File: src/rtl/score_keeper.sv
// score_keeper: two-digit BCD score with combo multiplier and saturation; idle/play/done sequencing for the score display
module score_keeper #(
  parameter int unsigned PERFECT_PTS  = 2,
  parameter int unsigned GOOD_PTS     = 1,
  parameter int unsigned COMBO_THRESH = 4
) (
  input  logic       clk,
  input  logic       reset,
  input  logic       start,
  input  logic       songDone,
  input  logic       hitPerfect,
  input  logic       hitGood,
  input  logic       miss,
  output logic [8:0] score,
  output logic [3:0] combo,
  output logic       multActive,
  output logic       gameOver
);
  typedef enum logic [1:0] {IDLE, PLAY, DONE} state_t;
  state_t     state_q, state_d;
  logic [8:0] score_q, score_d;
  logic [3:0] combo_q, combo_d;
  logic       mult_q, mult_d;
  logic       go_q, go_d;
  logic [3:0] base, pts;
  logic [4:0] ones_sum, ones_n, tens_n;
  logic       carry, sat;
  always_comb begin
    base     = hitPerfect ? 4'(PERFECT_PTS) : 4'(GOOD_PTS);
    pts      = mult_q ? {base[2:0], 1'b0} : base;
    ones_sum = {1'b0, score_q[3:0]} + {1'b0, pts};
    carry    = ones_sum > 5'd9;
    ones_n   = carry ? ones_sum - 5'd10 : ones_sum;
    tens_n   = {1'b0, score_q[7:4]} + {4'b0, carry};
    sat      = tens_n > 5'd9;
    state_d  = state_q;
    score_d  = score_q;
    combo_d  = combo_q;
    if (start) begin
      state_d = PLAY;
      score_d = '0;
      combo_d = '0;
    end else if (state_q == PLAY) begin
      if (hitPerfect || hitGood) begin
        combo_d = (combo_q == 4'hf) ? combo_q : combo_q + 4'd1;
        score_d = score_q[8] ? score_q : sat ? 9'h199 : {1'b0, tens_n[3:0], ones_n[3:0]};
      end else if (miss) begin
        combo_d = '0;
      end
      if (songDone) state_d = DONE;
    end
    mult_d = combo_d >= 4'(COMBO_THRESH);
    go_d   = state_d == DONE;
  end
  always_ff @(posedge clk or posedge reset) begin
    if (reset) begin
      state_q <= IDLE;
      score_q <= '0;
      combo_q <= '0;
      mult_q  <= 1'b0;
      go_q    <= 1'b0;
    end else begin
      state_q <= state_d;
      score_q <= score_d;
      combo_q <= combo_d;
      mult_q  <= mult_d;
      go_q    <= go_d;
    end
  end
  assign score      = score_q;
  assign combo      = combo_q;
  assign multActive = mult_q;
  assign gameOver   = go_q;
endmodule

File: config.mk
export PLATFORM = sky130hd
export DESIGN_NAME = score_keeper
export DESIGN_NICKNAME = d
export VERILOG_FILES = /design/src/rtl/score_keeper.sv
export SDC_FILE = /design/constraint.sdc
export NUM_CORES = 1
export LEC_CHECK = 0
export BUFFER_PORTS_ARGS = -buffer_cell sky130_fd_sc_hd__buf_2
export CAP_MARGIN = 20
export CORE_MARGIN = 2
export CORE_UTILIZATION = 49
export CTS_CLUSTER_DIAMETER = 120
export DETAILED_ROUTE_END_ITERATION = 16
export HOLD_SLACK_MARGIN = 0.08
export PLACE_DENSITY_LB_ADDON = 0.15
export SYNTH_ARGS = -nofsm -noshare
export SYNTH_HDL_FRONTEND = slang
export SYNTH_SLANG_ARGS = --single-unit
File: constraint.sdc
create_clock -name clk -period 3.25 [get_ports clk]
set_input_delay 0.325 -clock clk [delete_from_list [all_inputs] [get_ports clk]]
set_output_delay 0.325 -clock clk [all_outputs]
set_load 0.05 [all_outputs]
==> tab_implementation.tex <==
\begin{tabular}{lr}
\hline
Metric & Value \\
\hline
\multicolumn{2}{l}{\textbf{Synthesis}} \\
Share of synthesized registers carrying an async set or reset & 1.00 \\
Top cell type by total area after synthesis & sky130\_fd\_sc\_hd\_\_dfrtp\_1 \\
Top-area cell type share of the netlist area & 0.345 \\
Count of state elements after synthesis & 17 \\
Mapped Area & between 1000 and 1500 um2 \\
Commonest cells post-synth & sky130\_fd\_sc\_hd\_\_dfrtp\_1, sky130\_fd\_sc\_hd\_\_nand2\_1, sky130\_fd\_sc\_hd\_\_nor2\_1 \\
Leading cell types by total area after synthesis & sky130\_fd\_sc\_hd\_\_dfrtp\_1, sky130\_fd\_sc\_hd\_\_ha\_1, sky130\_fd\_sc\_hd\_\_nand2b\_1 \\
Post-Syn Nets & approximately 160 \\
Count of flip-flops with a built-in enable after synthesis & 0 \\
Count of yosys warnings during synthesis & 0 \\
Leading cell type by number of instances after synthesis & sky130\_fd\_sc\_hd\_\_dfrtp\_1 \\
Gate count after technology mapping & 140 \\
Top flip-flop cell by instance count after synthesis & sky130\_fd\_sc\_hd\_\_dfrtp\_1 \\
Mean area per synthesized cell & approximately 8.8 um2 \\
Distinct cell type count after synthesis & 43 \\
Share of synthesized area occupied by flip-flops and latches & 0.345 \\
\multicolumn{2}{l}{\textbf{Place}} \\
Placed cell area & between 1000 and 1500 um2 \\
Number of I/O port buffers & 21 \\
HPWL after DPL & $\sim$2000 um \\
Placed Cells incl. Taps & 193 \\
Global placer's final weighted congestion & 0.872 \\
\multicolumn{2}{l}{\textbf{Clocking}} \\
Num Clock Sinks & 17 \\
Clock tree from TritonCTS & done \\
Clock-pin slew on the worst setup and hold paths & 0.10 ns \\
Clk Latency, worst-skew pair & roughly 0.30 ns \\
Number of H-tree levels & 1 \\
TritonCTS Buffers & 3 \\
Maximum count of clock buffers along a single path & 2 \\
Root buffer cell & sky130\_fd\_sc\_hd\_\_clkbuf\_4 \\
\multicolumn{2}{l}{\textbf{GRT}} \\
Overall fraction of global-route tracks in use & 0.203 \\
Total grt overflow & 0 \\
Global-route wire length before repair & approximately 4400 um \\
Maximum number of pins on one net before global-route repair & 19 \\
Via count of the first global-routing pass & between 1,000 and 1,500 \\
Number of antenna violations at the first check in global routing & 0 \\
\multicolumn{2}{l}{\textbf{Setup path}} \\
Slowest cell on the critical path & sky130\_fd\_sc\_hd\_\_fa\_2 \\
Top cell by count, worst path & sky130\_fd\_sc\_hd\_\_ha\_4 \\
Required time at the worst-slack endpoint & approximately 3.4 ns \\
Critical path cell sequence & inv\_2 -> ha\_4 -> ha\_4 -> fa\_2 -> or4\_4 -> o21ai\_2 -> a211oi\_2 -> ha\_2 -> ha\_4 -> nand2b\_4 -> a31oi\_4 -> or3\_4 -> o211ai\_1 -> a21oi\_1 \\
CP peak stage delay & 0.46 ns \\
R2R setup slack & 0.03 ns \\
Worst-path fanout max & 5 \\
Start-to-end type of the worst setup path & flop to flop \\
Setup crit end kind & flop \\
Cell family with the largest share of critical-path delay & adder cells \\
Number of buffers and inverters on the critical path & 1 \\
Sort of element at the start of the critical path & flop \\
Arrival time worst endpoint & approximately 3.4 ns \\
\multicolumn{2}{l}{\textbf{Drt}} \\
Routed wl met3 & 86 um \\
Highest layer used for signal routing & met4 \\
First-pass detailed-route iteration total & 4 \\
Average wire length per cell after detail routing & roughly 13 um \\
Met1 routed wirelength after detailed routing & 1330 um \\
Vias after detailed routing & 1,120 \\
DRT antenna net count & 0 \\
Total detailed-routing wirelength & $\sim$2700 um \\
Wire length on met2 & approximately 1200 um \\
Post-detailed-route DRC marker count & 0 \\
Via/cell ratio & approximately 5.6 \\
Violation count after the first detailed-routing iteration & 23 \\
\multicolumn{2}{l}{\textbf{Timing}} \\
Total Neg Setup Slack & 0 ns \\
Min Clock Period, post-route & roughly 3.2 ns \\
RSZ-0062 raised after global routing & true \\
Setup Skew & 0.00542 ns \\
Worst hold slack & 0.100 ns \\
Count of pins over their slew limit & 0 \\
Maximum frequency from static timing analysis & 310 MHz \\
Number of hold violations in the final report & 0 \\
Setup Viol. Count Final & 0 \\
Worst max-slew margin expressed relative to the limit & 0.561 \\
Crit share post-route & 0.992 \\
Worst-margin pin slew & about 0.66 ns \\
\multicolumn{2}{l}{\textbf{Floorplan}} \\
Full die area & 2930 um2 \\
Floorplan die width & between 50 and 60 um \\
Core footprint & approximately 2400 um2 \\
Starting Density & 0.507 \\
Vertical die dimension & about 54 um \\
Io pins & 22 \\
\# rows & 18 \\
\multicolumn{2}{l}{\textbf{Final layout}} \\
Area overhead of the layout relative to synthesis & 24.6\% \\
Core utilization of the finished layout & 0.632 \\
Filler-free cell count of the finished design & 200 \\
Count of antenna diodes in the layout & 0 \\
Fraction of final layout cells with drive strength greater than 1 & 0.324 \\
Final nets & about 190 \\
Final Cell Area & 1540 um2 \\
\multicolumn{2}{l}{\textbf{Power}} \\
Pwr dens & around 360 nW/um2 \\
Switching portion of total power & 0.371 \\
Part of the total power dissipated in combinational logic & 0.352 \\
Peak ir drop on the vdd network & about 280 uV \\
Clock power share & 0.217 \\
Internal Power & roughly 0.34 mW \\
Pleak & roughly 0.70 nW \\
Net switching power & slightly above 0.2 mW \\
Proportion of power drawn by flip-flops and latches & 0.431 \\
\multicolumn{2}{l}{\textbf{Status}} \\
Status & finished, final reports clean \\
\multicolumn{2}{l}{\textbf{Run}} \\
\# Max-Cap Violations & 0 \\
\multicolumn{2}{l}{\textbf{Worst hold path}} \\
Worst min-delay path class & input port to asynchronous set/reset pin \\
\hline
\end{tabular}
## power by group through the flow
stage | registers (mW) | clock network [mW] | logic, mW
final | 0.236 | 0.119 | 0.193
after CTS | 0.237 | 0.119 | 0.192
after detailed placement | 0.241 | 0 | 0.191
after global placement | 0.240 | 0 | 0.189
after global routing | 0.239 | 0.125 | 0.216
after floorplan | 0.273 | 0 | 0.111
## worst paths after layout
check | startpoint | to | cells past startpoint
worst max-delay path | multActive | score[1] | 14
worst min-delay path | reset | score[1] | 2
worst max register to register | multActive | score[1] | 14
worst min register to register | state_q[0] | state_q[0] | 1
max in group asynchronous | reset | multActive | 2
min in group clk | songDone | gameOver | 3
## layout make-up
class / count / area (um2)
Tap cell: 30 / 37.5
Inverter: 6 / 22.5
Sequential cell: 17 / 427
Clock buffer: 4 / 26.3
Multi-Input combinational cell: 110 / 830
Timing Repair Buffer: 33 / 195
Fill cell: 216 / 895
## layout by cell type, fill, tap and decap left out, types with 2 or more instances in the layout
master                      n
sky130_fd_sc_hd__a211oi_1   2
sky130_fd_sc_hd__a21o_1     2
sky130_fd_sc_hd__a21oi_1   10
sky130_fd_sc_hd__a31oi_1    2
sky130_fd_sc_hd__a41oi_1    2
sky130_fd_sc_hd__buf_2     21
sky130_fd_sc_hd__buf_4     12
sky130_fd_sc_hd__clkbuf_4   3
sky130_fd_sc_hd__dfrtp_1   16
sky130_fd_sc_hd__ha_1       5
sky130_fd_sc_hd__ha_4       3
sky130_fd_sc_hd__inv_1      5
sky130_fd_sc_hd__nand2_1   11
sky130_fd_sc_hd__nand2b_1   8
sky130_fd_sc_hd__nand3_1    5
sky130_fd_sc_hd__nand3b_1   3
sky130_fd_sc_hd__nand4b_1   2
sky130_fd_sc_hd__nor2_1    12
sky130_fd_sc_hd__nor3_1     9
sky130_fd_sc_hd__o21a_1     2
sky130_fd_sc_hd__o21ai_0    2
sky130_fd_sc_hd__o32ai_1    2
## kinds of logic after synthesis
| group | after synthesis | synth area share |
|---|---|---|
| fa+ha+maj | 10 | 0.108 |
| simple gates | 62 | 0.267 |
| xor+xnor | 1 | 0.00710 |
| buf+inv | 13 | 0.0416 |
| mux | 3 | 0.0294 |
| flops | 17 | 0.345 |
| compound gates | 34 | 0.203 |
## metrics by stage
step / setup slack [ns] / power, mW
floorplan: -0.0969 / 0.384
global placement: -0.0228 / 0.429
detailed placement: -0.0726 / 0.432
CTS: 0.0249 / 0.548
global route: -0.0636 / 0.581
finish: 0.0271 / 0.549
## layer usage
| metal | vias to the layer above | track usage |
|---|---|---|
| met1 | 515 | 0.277 |
| met3 | 5 | 0.0167 |
| met4 | 0 | 0.0667 |
| met5 | - | 0 |
| met2 | 21 | 0.337 |
| li1 | 579 | - |
## repair_timing
item                                    4_1_cts  5_1_grt
pin swaps                                     1        6
endpoints found under the setup margin        2        8
resized for setup                             0        4
setup buffers                                 0        3
hold buffers                                  0        0
## sequential cells by signal, summed over array words and instances (netlist names)
name / flops
gameOver: 1
state_q: 2
score: 9
multActive: 1
combo: 4
## worst register-to-register path, stage by stage (launching register included)
cell,delay [ns]
sky130_fd_sc_hd__dfrtp_2,0.43
sky130_fd_sc_hd__inv_2,0.06
sky130_fd_sc_hd__ha_4,0.12
sky130_fd_sc_hd__ha_4,0.12
sky130_fd_sc_hd__fa_2,0.46
sky130_fd_sc_hd__or4_4,0.43
sky130_fd_sc_hd__o21ai_2,0.08
sky130_fd_sc_hd__a211oi_2,0.06
sky130_fd_sc_hd__ha_2,0.22
sky130_fd_sc_hd__ha_4,0.28
sky130_fd_sc_hd__nand2b_4,0.12
sky130_fd_sc_hd__a31oi_4,0.09
sky130_fd_sc_hd__or3_4,0.42
sky130_fd_sc_hd__o211ai_1,0.12
sky130_fd_sc_hd__a21oi_1,0.09
No activity file was read; power rests on OpenSTA's default activity.
